$ cat src/rtl/phase_driver.sv
// Per-phase PWM half-bridge gate driver with dead-time insertion and high-Z float.
// Optional build macro PHASE_DRIVER_INPUT_SYNC_EN adds 2-flop synchronizers on duty_cycle and high_z.
module phase_driver #(
    parameter int          DEAD_TIME           = 2,
    parameter int unsigned COUNTER_WIDTH       = 10,
    parameter int unsigned MAX_COUNTER         = 'h3FF,
    parameter int unsigned DUTY_CYCLE_WIDTH    = 10,
    parameter int unsigned MAX_DUTY_CYCLE      = 'h3FF,
    parameter int unsigned DUTY_CYCLE_STEP_RES = 1
) (
    input  logic                        clk,
    input  logic                        rst,
    input  logic [DUTY_CYCLE_WIDTH-1:0] duty_cycle,
    input  logic                        high_z,
    output logic                        pwm_high,
    output logic                        pwm_low
);

    localparam int unsigned DT     = (DEAD_TIME < 1) ? 32'd1 : 32'(DEAD_TIME);
    localparam int unsigned DT_W   = (DT > 1) ? $clog2(DT) : 1;
    localparam int unsigned CMP_W  = COUNTER_WIDTH + 1;
    localparam int unsigned PROD_W = DUTY_CYCLE_WIDTH + 32;

    localparam logic [PROD_W-1:0] FULL_SCALE = PROD_W'(MAX_COUNTER) + PROD_W'(1);

    typedef enum logic [1:0] {
        ST_Z,
        ST_DEAD,
        ST_HIGH,
        ST_LOW
    } state_t;

    logic [DUTY_CYCLE_WIDTH-1:0] duty_s;
    logic                        high_z_s;

`ifdef PHASE_DRIVER_INPUT_SYNC_EN
    logic [DUTY_CYCLE_WIDTH-1:0] duty_meta;
    logic                        high_z_meta;

    // Float request resets to 1 so the bridge stays off until the synchronizer settles.
    always_ff @(posedge clk or posedge rst) begin
        if (rst) begin
            duty_meta   <= '0;
            duty_s      <= '0;
            high_z_meta <= 1'b1;
            high_z_s    <= 1'b1;
        end else begin
            duty_meta   <= duty_cycle;
            duty_s      <= duty_meta;
            high_z_meta <= high_z;
            high_z_s    <= high_z_meta;
        end
    end
`else
    assign duty_s   = duty_cycle;
    assign high_z_s = high_z;
`endif

    logic [COUNTER_WIDTH-1:0] cnt;
    logic [CMP_W-1:0]         cmp;
    logic [CMP_W-1:0]         cmp_nxt;
    logic [PROD_W-1:0]        prod;
    logic                     cnt_last;
    logic                     req;
    state_t                   state;
    logic [DT_W-1:0]          dt;

    // Compare threshold for the next period, saturated at full scale.
    always_comb begin
        prod    = PROD_W'(duty_s) * PROD_W'(DUTY_CYCLE_STEP_RES);
        cmp_nxt = CMP_W'(prod);
        if ((PROD_W'(duty_s) >= PROD_W'(MAX_DUTY_CYCLE)) || (prod >= FULL_SCALE)) begin
            cmp_nxt = CMP_W'(FULL_SCALE);
        end
    end

    assign cnt_last = (cnt == COUNTER_WIDTH'(MAX_COUNTER));
    assign req      = (CMP_W'(cnt) < cmp);

    // Free-running period counter; threshold only moves at the period boundary.
    always_ff @(posedge clk or posedge rst) begin
        if (rst) begin
            cnt <= '0;
            cmp <= '0;
        end else if (cnt_last) begin
            cnt <= '0;
            cmp <= cmp_nxt;
        end else begin
            cnt <= cnt + 1'b1;
        end
    end

    // Gate FSM; outputs are registered decodes of the state being entered.
    always_ff @(posedge clk or posedge rst) begin
        if (rst) begin
            state    <= ST_Z;
            dt       <= '0;
            pwm_high <= 1'b0;
            pwm_low  <= 1'b0;
        end else begin
            pwm_high <= 1'b0;
            pwm_low  <= 1'b0;
            if (high_z_s) begin
                state <= ST_Z;
            end else begin
                case (state)
                    ST_Z: begin
                        state <= ST_DEAD;
                        dt    <= '0;
                    end
                    ST_DEAD: begin
                        if (dt == DT_W'(DT - 1)) begin
                            if (req) begin
                                state    <= ST_HIGH;
                                pwm_high <= 1'b1;
                            end else begin
                                state   <= ST_LOW;
                                pwm_low <= 1'b1;
                            end
                        end else begin
                            dt <= dt + 1'b1;
                        end
                    end
                    ST_HIGH: begin
                        if (!req) begin
                            state <= ST_DEAD;
                            dt    <= '0;
                        end else begin
                            pwm_high <= 1'b1;
                        end
                    end
                    ST_LOW: begin
                        if (req) begin
                            state <= ST_DEAD;
                            dt    <= '0;
                        end else begin
                            pwm_low <= 1'b1;
                        end
                    end
                    default: begin
                        state <= ST_Z;
                    end
                endcase
            end
        end
    end

endmodule

$ cat config.mk
export PLATFORM = sky130hd
export DESIGN_NAME = phase_driver
export DESIGN_NICKNAME = d
export VERILOG_FILES = /design/src/rtl/phase_driver.sv
export SDC_FILE = /design/constraint.sdc
export NUM_CORES = 1
export LEC_CHECK = 0
export BUFFER_PORTS_ARGS = -buffer_cell sky130_fd_sc_hd__buf_4
export CAP_MARGIN = 20
export CORE_MARGIN = 5
export CORE_UTILIZATION = 40
export CTS_CLUSTER_DIAMETER = 50
export DETAILED_ROUTE_END_ITERATION = 6
export GPL_TIMING_DRIVEN = 1
export PLACE_DENSITY = 0.62
export SLEW_MARGIN = 20
export SYNTH_ARGS = -nofsm -noshare
export SYNTH_HDL_FRONTEND = slang
export SYNTH_SLANG_ARGS = --single-unit
$ cat constraint.sdc
create_clock -name clk -period 6.2 [get_ports clk]
set_clock_uncertainty 0.1 [all_clocks]
set_input_delay 1.24 -clock clk [delete_from_list [all_inputs] [get_ports clk]]
set_output_delay 1.24 -clock clk [all_outputs]
set_load 0.005 [all_outputs]
==> run metrics <==
post-synthesis sequential area ratio=46.7%; clock sink count=26; drc violations=0; Register Area=651 sq um; Finished Cell Area=~1600 sq um; Final TNS setup=0 ns; critical setup path kind=register to register; core box area=3360 sq um; Max clock buf depth=2; Period minus WS final=~2.4 ns; Overflow after GRT=0; Slew headroom=approximately 57%; Starting Density=approximately two fifths; maximum VDD drop=~0.12 mV; CTS tree=done; share of the synthesized area in the top cell type=a little under half; CTS resizes=0; Min-Delay Path Class=register to register; layout cell share with drive strength beyond 1=19.6%; status=finished, final reports clean; number of distinct library cells after synthesis=38; total track usage=~11%; Slew @ Worst Pin=about 0.65 ns; CP Data Required Time=around 6.4 ns; Root Buffer=clkbuf_4; crit path DAT=approximately 2.6 ns; Die ar.=around 4800 sq um; antenna violations before repair=0; WL final=about 2.4 mm; warnings from Yosys=0; synthesized instance count=~130; Leak=around 0.79 nW; antenna fix cells=0; IO Port Bufs=14; clock-pin slew on the worst setup and hold paths=about 0.13 ns; max cap viols=0; largest net degree at the start of global routing=27; first-pass iteration count of the detailed router=4; Hold Vio Cnt, Final=0; unrepaired setup endpoints after global routing=false; Hold Buf Count CTS=0; Final setup viols=0; first-iteration detailed-routing DRC count=16; via-per-instance ratio=~5; chip width=around 69 microns; Post-Syn Nets=~160; Die Y-Extent=about 70 microns; detailed placer's ending HPWL=~1.9 mm; synthesized cell area=1390 sq um; routability cong.=0.721; crit-path max FO=13; Mapped Avg Cell Area=10.6 sq um; area of the multi-input gates=around 670 sq um; Area Overhead vs Synth=15.3%; ratio of final minimum period to clock period=about two fifths; vias in the first global route=975; # H-tree levels=1; Worst setup SP type=register; Max Clk Rate=a little over 0.4 GHz; Nets=~180; DR WL/cell=roughly 12 microns; # rows=21; dpl ws=around 3.8 ns; Placed Cells=about 190; vias post-DR=slightly below 1,000; final std cells w/o fill=just under 200; global-route wire length before repair=about 4.4 mm; boundary pin count=15; PwrDens=roughly 210 nW/um^2; Post-CTS Setup Bufs=0; final setup margin=3.77 ns; hold slack final=0.414 ns; number of synthesized flops with an enable pin=0; Final Max Slew Viols=0; Crit. End Element=register; Area contributors post-synth=dfrtp_1 (47%), ha_1 (12%), a22o_1 (5.7%), inv_1 (4.3%), nand2_1 (3.0%); CTS buffer count=3; ys async rst share=100%; synthesized flop and latch total=26; area of placed instances=between 1500 and 2000 sq um; Post-DRT Antenna Nets=0; Clock Latency Late Sink=approximately 0.32 ns; # fillers=320; Synth Flop Type=dfrtp_1; cell taking the most area after synthesis=dfrtp_1
## report_power, final
group	total, mW	internal [mW]	leakage [nW]	switching (mW)
registers	0.190	0.181	0.322	0.00947
logic	0.0652	0.0310	0.448	0.0342
clock network	0.0859	0.0360	0.0210	0.0499
total	0.341	0.248	0.791	0.0936
## cells by family (layout without fill, tap and decap cells)
logic type | count (synthesis) | in the layout | synth area share (%)
XOR/XNOR | 7 | 7 | 4.40
multiplexers | 1 | 1 | 0.718
flip-flops | 26 | 26 | 46.7
buffers and inverters | 18 | 35 | 5.21
adder cells (fa/ha/maj) | 13 | 13 | 11.7
AND/OR/NAND/NOR | 36 | 36 | 14.4
AO/OA/AOI/OAI | 30 | 30 | 17.0
## final timing paths
path / startpoint / endpoint / slack, ns / depth (start not counted)
worst max-delay path: cnt[0] / cmp[0] / 3.77 / 7
worst min-delay path: cmp[0] / cmp[0] / 0.41 / 1
worst max register to register: cnt[0] / cmp[0] / 3.77 / 7
worst min register to register: cmp[0] / cmp[0] / 0.41 / 1
max in group asynchronous: rst / cmp[10] / 4.88 / 3
min in group asynchronous: rst / pwm_low / 0.74 / 2
## layer usage
metal,vias to the layer above,wire (microns),global-route usage [%]
li1,496,-,-
met1,456,1170,14.9
met2,19,1070,17.4
met3,5,104,2.47
met4,0,64,5.86
met5,-,0,0
## worst max-delay path, cell delays in order (launching register included)
cell and delay, ns:
dfrtp_1 0.45, ha_1 0.23, nand3_2 0.11, nor2_2 0.16
and2_4 0.17, nand4_2 0.29, nor2_1 0.62, a22o_2 0.24
## synthesized netlist by cell type (2+ instances only)
cell,n
a211o_1,2
a21oi_1,7
a22o_1,9
and3_1,2
dfrtp_1,26
ha_1,13
inv_1,16
nand2_1,11
nand3_1,3
nand4_1,2
nor2_1,7
o21ai_0,2
xnor2_1,4
xor2_1,3
## registers in the layout (all words and copies together) (netlist names)
register,count
pwm_high,1
dt,1
pwm_low,1
state,2
cnt,10
cmp,11
## placed cells by master, fill, tap and decap left out, drive strengths merged, types with 2 or more instances in the layout
master	netlist	final
a21oi	8	8
a22o	10	10
nand3	4	4
dfrtp	26	26
ha	13	13
o21ai	3	3
a211o	2	2
buf	2	15
inv	16	15
nand2	11	11
nand4	3	3
xnor2	4	4
and2	2	2
nor2	8	8
nor3	2	2
and3	2	2
clkbuf	0	4
xor2	3	3
## stage by stage
stage	power (mW)	utilization (%)
2_1_floorplan	0.235	-
3_3_place_gp	0.251	45.9
3_5_place_dp	0.255	45.9
4_1_cts	0.343	47.0
5_1_grt	0.364	47.8
6_report	0.341	47.8
## cell type report
cell class	instances	share of cell area, %
tap	46	3.58
sequential	26	40.5
clock buffer	4	2.26
inverter	16	3.74
timing repair buffer	15	8.25
multi-input combinational	87	41.7
(Power assumes the default switching activity.)
